## config.mk

```make
export PLATFORM = sky130hd
export DESIGN_NAME = mem_arbiter
export DESIGN_NICKNAME = d
export VERILOG_FILES = /design/src/rtl/mem_arb_pkg.sv /design/src/rtl/mem_arb_pick.sv /design/src/rtl/mem_arbiter.sv
export SDC_FILE = /design/constraint.sdc
export NUM_CORES = 1
export LEC_CHECK = 0
export BUFFER_PORTS_ARGS = -buffer_cell sky130_fd_sc_hd__clkbuf_2
export CORE_ASPECT_RATIO = 1.75
export CORE_MARGIN = 2
export CORE_UTILIZATION = 42
export DETAILED_ROUTE_END_ITERATION = 10
export PLACE_DENSITY_LB_ADDON = 0.08
export RECOVER_POWER = 50
export SLEW_MARGIN = 20
export SYNTH_ARGS = -nofsm -noshare
export SYNTH_HDL_FRONTEND = slang
export SYNTH_HIERARCHICAL = 1
export SYNTH_SLANG_ARGS = --single-unit
```

## constraint.sdc

```tcl
create_clock -name clk -period 2.1 [get_ports clk]
set_clock_uncertainty 0.2 [all_clocks]
set_input_delay 0.21 -clock clk [delete_from_list [all_inputs] [get_ports clk]]
set_output_delay 0.21 -clock clk [all_outputs]
set_load 0.01 [all_outputs]
```

## src/rtl/mem_arb_pkg.sv

```systemverilog
// rtl/mem_arb_pkg.sv - shared types and defaults for the memory arbiter
//
// Purpose:
//    Holds the arbiter FSM state encoding, the port selector encoding, the
//    default parameter values and a counter-width helper used by the
//    arbiter and its grant picker.
//
// Contents:
//    arb_state_t   IDLE / ISSUE / WAIT / RESP
//    arb_port_t    PORT_I (fetch) / PORT_D (load/store)
//    DEF_*         default widths, memory latency, starvation limit
//    cnt_bits()    bits needed to hold the values 0..max_val (minimum 1)

package mem_arb_pkg;

   localparam int DEF_ADDR_W     = 32;
   localparam int DEF_DATA_W     = 32;
   localparam int DEF_MEM_LAT    = 1;
   localparam int DEF_STARVE_MAX = 4;

   typedef enum logic [1:0] {
      IDLE  = 2'd0,
      ISSUE = 2'd1,
      WAIT  = 2'd2,
      RESP  = 2'd3
   } arb_state_t;

   typedef enum logic {
      PORT_I = 1'b0,
      PORT_D = 1'b1
   } arb_port_t;

   // A counter that only ever holds 0 still needs one flop to exist.
   function automatic int cnt_bits(input int max_val);
      return (max_val < 1) ? 1 : $clog2(max_val + 1);
   endfunction

endpackage

```

## src/rtl/mem_arb_pick.sv

```systemverilog
// rtl/mem_arb_pick.sv - fetch/data priority select with starvation counter
//
// Purpose:
//    Decides which requester wins when the arbiter is free to grant. Data
//    normally has priority; after STARVE_MAX consecutive data grants made
//    while a fetch was waiting, the fetch is forced through.
//
// Ports:
//    clk          in   system clock, rising edge
//    reset        in   asynchronous active-low reset
//    i_req        in   fetch request pending
//    d_req        in   data request pending
//    grant_en     in   arbiter is in a cycle where a grant may be made
//    grant_valid  out  a grant is made this cycle
//    grant_port   out  winning port (meaningful when grant_valid)

module mem_arb_pick
   import mem_arb_pkg::*;
#(
   parameter int STARVE_MAX = DEF_STARVE_MAX
) (
   input  logic      clk,
   input  logic      reset,
   input  logic      i_req,
   input  logic      d_req,
   input  logic      grant_en,
   output logic      grant_valid,
   output arb_port_t grant_port
);

   localparam int CNT_W = cnt_bits(STARVE_MAX);

   logic [CNT_W-1:0] starve_cnt;
   logic             force_fetch;

   assign force_fetch = (starve_cnt == CNT_W'(STARVE_MAX));

   always_comb begin
      grant_valid = grant_en & (i_req | d_req);
      grant_port  = PORT_D;
      if (i_req && (!d_req || force_fetch)) begin
         grant_port = PORT_I;
      end
   end

   // Only data grants that actually overtook a waiting fetch count toward
   // starvation; a fetch grant of any kind restarts the count.
   always_ff @(posedge clk or negedge reset) begin
      if (!reset) begin
         starve_cnt <= '0;
      end else if (grant_valid) begin
         if (grant_port == PORT_I) begin
            starve_cnt <= '0;
         end else if (i_req && !force_fetch) begin
            starve_cnt <= starve_cnt + CNT_W'(1);
         end
      end
   end

endmodule

```

## src/rtl/mem_arbiter.sv

```systemverilog
// rtl/mem_arbiter.sv - two-port arbiter/sequencer for the unified memory
//
// Purpose:
//    Serialises CPU fetch reads and load/store accesses onto the single
//    memory port. One transaction at a time: IDLE arbitrates and latches
//    the request, ISSUE drives the strobe for one cycle, WAIT covers the
//    memory read latency, RESP pulses the winning port's ack.
//
// Ports:
//    clk, reset              clock (rising edge), async active-low reset
//    i_req/i_addr            fetch request and address (held until i_ack)
//    i_ack/i_rdata           fetch completion pulse and instruction
//    d_req/d_we/d_addr/d_wdata  data request (held until d_ack)
//    d_ack/d_rdata           data completion pulse and load data
//    mem_read/mem_write      memory strobes (only ever high in ISSUE)
//    mem_addr/mem_wdata      latched address and write data
//    mem_rdata               memory read data, valid MEM_LAT cycles after issue
//    busy                    high whenever a transaction is in flight

module mem_arbiter
   import mem_arb_pkg::*;
#(
   parameter int ADDR_W     = DEF_ADDR_W,
   parameter int DATA_W     = DEF_DATA_W,
   parameter int MEM_LAT    = DEF_MEM_LAT,
   parameter int STARVE_MAX = DEF_STARVE_MAX
) (
   input  logic              clk,
   input  logic              reset,
   input  logic              i_req,
   input  logic [ADDR_W-1:0] i_addr,
   output logic              i_ack,
   output logic [DATA_W-1:0] i_rdata,
   input  logic              d_req,
   input  logic              d_we,
   input  logic [ADDR_W-1:0] d_addr,
   input  logic [DATA_W-1:0] d_wdata,
   output logic              d_ack,
   output logic [DATA_W-1:0] d_rdata,
   output logic              mem_read,
   output logic              mem_write,
   output logic [ADDR_W-1:0] mem_addr,
   output logic [DATA_W-1:0] mem_wdata,
   input  logic [DATA_W-1:0] mem_rdata,
   output logic              busy
);

   localparam int              LAT_W    = cnt_bits(MEM_LAT - 1);
   localparam logic [LAT_W-1:0] LAT_INIT = LAT_W'(MEM_LAT - 1);

   arb_state_t        state;
   arb_state_t        state_n;
   arb_port_t         sel;
   logic              we_q;
   logic [ADDR_W-1:0] addr_q;
   logic [DATA_W-1:0] wdata_q;
   logic [DATA_W-1:0] i_rdata_q;
   logic [DATA_W-1:0] d_rdata_q;
   logic [LAT_W-1:0]  lat_cnt;

   logic              grant_en;
   logic              grant_valid;
   arb_port_t         grant_port;
   logic              capture;

   mem_arb_pick #(
      .STARVE_MAX (STARVE_MAX)
   ) u_pick (
      .clk         (clk),
      .reset       (reset),
      .i_req       (i_req),
      .d_req       (d_req),
      .grant_en    (grant_en),
      .grant_valid (grant_valid),
      .grant_port  (grant_port)
   );

   always_ff @(posedge clk or negedge reset) begin
      if (!reset) begin
         state <= IDLE;
      end else begin
         state <= state_n;
      end
   end

   // Strobes and acks are decoded from state alone so that an asynchronous
   // reset drops them in the same instant the state register clears.
   always_comb begin
      state_n   = state;
      mem_read  = 1'b0;
      mem_write = 1'b0;
      i_ack     = 1'b0;
      d_ack     = 1'b0;
      busy      = 1'b1;
      grant_en  = 1'b0;
      capture   = 1'b0;
      case (state)
         IDLE: begin
            busy     = 1'b0;
            grant_en = 1'b1;
            if (grant_valid) begin
               state_n = ISSUE;
            end
         end
         ISSUE: begin
            mem_write = we_q;
            mem_read  = ~we_q;
            state_n   = we_q ? RESP : WAIT;
         end
         WAIT: begin
            if (lat_cnt == '0) begin
               capture = 1'b1;
               state_n = RESP;
            end
         end
         RESP: begin
            i_ack   = (sel == PORT_I);
            d_ack   = (sel == PORT_D);
            state_n = IDLE;
         end
         default: begin
            state_n = IDLE;
         end
      endcase
   end

   // Request latch, latency counter and per-port read data. mem_wdata only
   // moves on a data grant so a fetch leaves the last store value in place.
   always_ff @(posedge clk or negedge reset) begin
      if (!reset) begin
         sel       <= PORT_I;
         we_q      <= 1'b0;
         addr_q    <= '0;
         wdata_q   <= '0;
         lat_cnt   <= '0;
         i_rdata_q <= '0;
         d_rdata_q <= '0;
      end else begin
         if (grant_valid) begin
            sel <= grant_port;
            if (grant_port == PORT_I) begin
               addr_q <= i_addr;
               we_q   <= 1'b0;
            end else begin
               addr_q  <= d_addr;
               we_q    <= d_we;
               wdata_q <= d_wdata;
            end
         end

         if (state == ISSUE && !we_q) begin
            lat_cnt <= LAT_INIT;
         end else if (state == WAIT && lat_cnt != '0) begin
            lat_cnt <= lat_cnt - LAT_W'(1);
         end

         if (capture) begin
            if (sel == PORT_I) begin
               i_rdata_q <= mem_rdata;
            end else begin
               d_rdata_q <= mem_rdata;
            end
         end
      end
   end

   assign mem_addr  = addr_q;
   assign mem_wdata = wdata_q;
   assign i_rdata   = i_rdata_q;
   assign d_rdata   = d_rdata_q;

endmodule

```

==> summary.md <==
| Metric | Value |
|---|---|
| Yosys cell types | 34 |
| Number of warnings issued by yosys | 6 |
| CP endpoint kind | flop |
| Number of nets with antenna violations after detailed routing | 0 |
| Final HPWL from detailed placement | 10,000 um |
| Cells after Synth | 392 |
| CP Data Required Time | 2220 ps |
| Drt pass-1 iters | 4 |
| Antenna diode count | 0 |
| Status | finished clean |
| Data arrival time at the worst-slack endpoint | 2080 ps |
| Switch share | 34.3% |
| Post-CTS Repair Setup Buffers | 0 |
| Setup repair after global routing missed its margin | false |
| Overall via count from detail_route | 4,695 |
| Worst rel slew slack | 39.7% |
| Fraction of layout instances using a drive strength above 1 | 42.6% |
| Commonest cells after routing, fill and taps aside | sky130_fd_sc_hd__clkbuf_2, sky130_fd_sc_hd__dfrtp_1, sky130_fd_sc_hd__dlygate4sd3_1 |
| Dominant cells by area after synthesis | sky130_fd_sc_hd__dfrtp_1, sky130_fd_sc_hd__mux2_2, sky130_fd_sc_hd__mux2i_1 |
| Routed wire length per instance | 15.8 um |
| Worst Tran Pin Value | 905 ps |
| # DRC | 0 |
| Global-route wire length before repair | 24,900 um |
| Via-per-instance ratio | 4.77 |
| Skew-Pair Late Insertion Delay | 410 ps |
| Worst-path fanout max | 64 |
| Number of resized instances in the post-cts repair step | 0 |
| Number of synthesized flops with an enable pin | 0 |
| Async set or reset register ratio after synthesis | 100% |
| Final net count | 939 |
| Switching component of the power | 4.41 mW |
| Routed WL | 15,500 um |
| Standard-cell row count | 55 |
| Count of final max-slew check failures | 0 |
| Proportion of power drawn by combinational gates | 38.8% |
| Maximum root-to-sink buffer count | 2 |
| Starting Density | 43.0% |
| Global placer's final weighted congestion | 0.754 |
| CTS sink cnt | 136 |
| Die area | 0.0142 sq mm |
| H-tree level count | 4 |
| Antenna violations before repair | 0 |
| Flop and latch count out of synthesis | 136 |
| Proportion of netlist area held by the largest area contributor | 61.2% |
| Number of failing setup endpoints in the final timing report | 0 |
| Number of DRC violations after detailed-routing iteration 0 | 64 |
| Cell-internal power | 8.45 mW |
| Clock network fraction of total power | 24.5% |
| Type of the worst setup path | flop to flop |
| Timing-limited maximum frequency | 0.512 GHz |
| Leading cell type in the layout, fill and taps excluded | sky130_fd_sc_hd__clkbuf_2 |
| Pwr dens | 1430 mW/mm^2 |
| Clock root cell | sky130_fd_sc_hd__clkbuf_16 |
| Post-synthesis to final-layout area growth | 61.8% |
| Count of max-cap constraint violations | 0 |
| Register clock-pin slew on the reported worst setup and hold paths | 60 ps |
| Top-Level Pins | 266 |
| Vias in the first global route | 5,175 |
| Library cell with the largest summed area after synthesis | sky130_fd_sc_hd__dfrtp_1 |
| Clock tree from TritonCTS | done |
| Standard cell core area | 0.0129 sq mm |
| Seq pwr share | 36.7% |
| Most used DFF post-synth | sky130_fd_sc_hd__dfrtp_1 |
| Die boundary height | 156 um |
| Hold Buf Count CTS | 133 |
| Leakage power total | 4.34 nW |
| Maximum number of pins on one net before global-route repair | 65 |
| Total global routing track utilization | 22.2% |
| Sequential area share after synthesis | 61.2% |
| GRT Residual Overflow | 0 |
| Number of port buffers | 265 |
| Netlist area before placement | 0.00556 sq mm |
| Sort of element at the start of the critical path | flop |
| Total clock buffers created by CTS | 17 |
| Post-layout utilization of the core | 69.5% |
| Number of hold violations in the final report | 0 |
| Synth Net Count | 531 |
| Final total negative setup slack | 0 ps |
| Final period util | 93.0% |
| Minimum period implied by the final worst setup slack | 1950 ps |
| Max VDD drop | 670 uV |
| Syn avg cell area | 14.2 sq um |
| Die Width | 91.0 um |
| Worst hold path type | input port to asynchronous set/reset pin |
==> final timing paths <==
check | start | to | slack, ps | cells past startpoint
setup / recovery | state[1]$_DFFE_PN0P_ | mem_addr[10]$_DFFE_PN0P_ | 150 | 6
hold / removal | reset | i_rdata[2]$_DFFE_PN0P_ | 120 | 2
setup reg to reg | state[1]$_DFFE_PN0P_ | mem_addr[10]$_DFFE_PN0P_ | 150 | 6
hold reg to reg | i_rdata[5]$_DFFE_PN0P_ | i_rdata[5]$_DFFE_PN0P_ | 290 | 1
max in group asynchronous | reset | mem_wdata[8]$_DFFE_PN0P_ | 390 | 3
min in group clk | i_rdata[5]$_DFFE_PN0P_ | i_rdata[5]$_DFFE_PN0P_ | 290 | 1
==> critical path, cell delays in order (launching register included) <==
cell	delay, ps
sky130_fd_sc_hd__dfrtp_1	420
sky130_fd_sc_hd__inv_1	100
sky130_fd_sc_hd__ha_1	170
sky130_fd_sc_hd__o21a_2	170
sky130_fd_sc_hd__buf_4	490
sky130_fd_sc_hd__nor2_1	110
sky130_fd_sc_hd__a21oi_1	170
==> state kept, by name, summed over array words and instances, names as in the netlist <==
register           cells
d_rdata               32
u_pick/starve_cnt      3
mem_wdata             32
lat_cnt                1
i_rdata               32
state                  2
mem_addr              32
we_q                   1
sel                    1
==> power by group through the flow <==
stage	registers [mW]	logic, mW	clock network (mW)
after floorplan	5.25	2.32	0
after global placement	4.68	4.86	0
after detailed placement	4.73	5.00	0
after CTS	4.71	5.19	3.23
after global routing	4.88	5.43	3.35
final	4.71	4.99	3.15
==> per-layer routing <==
| metal | vias to the layer above | routed length, um | track usage [%] |
|---|---|---|---|
| li1 | 2187 | - | - |
| met1 | 2254 | 5780 | 23.9 |
| met2 | 209 | 8190 | 39.5 |
| met3 | 45 | 980 | 6.23 |
| met4 | 0 | 570 | 11.0 |
| met5 | - | 0 | 0 |
==> cells in the mapped netlist (2+ instances only) <==
| cell type | number |
|---|---|
| sky130_fd_sc_hd__clkbuf_1 | 3 |
| sky130_fd_sc_hd__nand2_1 | 2 |
| sky130_fd_sc_hd__a22oi_1 | 2 |
| sky130_fd_sc_hd__mux2i_1 | 32 |
| sky130_fd_sc_hd__dfrtp_1 | 136 |
| sky130_fd_sc_hd__buf_1 | 3 |
| sky130_fd_sc_hd__nor2b_1 | 2 |
| sky130_fd_sc_hd__inv_1 | 8 |
| sky130_fd_sc_hd__a21bo_2 | 2 |
| sky130_fd_sc_hd__ha_1 | 6 |
| sky130_fd_sc_hd__buf_6 | 3 |
| sky130_fd_sc_hd__buf_2 | 9 |
| sky130_fd_sc_hd__nor2_1 | 33 |
| sky130_fd_sc_hd__a21oi_1 | 33 |
| sky130_fd_sc_hd__mux2_1 | 2 |
| sky130_fd_sc_hd__mux2_2 | 95 |
| sky130_fd_sc_hd__and2_1 | 2 |
| sky130_fd_sc_hd__buf_4 | 3 |
==> kinds of logic (layout without fill, tap and decap cells) <==
kind of cell	count (synthesis)	count (layout)	share of synthesized area (%)
adders and majority gates	6	6	1.35
AOI/OAI and AO/OA	45	45	5.09
buffers and inverters	29	450	2.77
DFF	136	136	61.2
and+or+nand+nor	47	47	4.14
muxes	129	129	25.4
==> per-stage QoR <==
stage	area, sq um	hold WS [ps]	cells	power, mW	setup WS [ps]
finish	8990	118	984	12.9	147
global route	8990	156	984	13.7	7.85
CTS	9090	129	984	13.1	160
detailed placement	7140	-0.246	819	9.73	162
global placement	7140	-0.225	819	9.55	244
floorplan	5560	-286	392	7.57	155
==> cell type report <==
class	count	area (sq um)
clock buffers	19	433
clock inverters	13	194
fillers	966	3940
inverters	8	30.0
multi-input cells	227	2000
flip-flops and latches	136	3400
well taps	171	214
repair buffers	410	2720
Power figures use the tool's default switching activity.
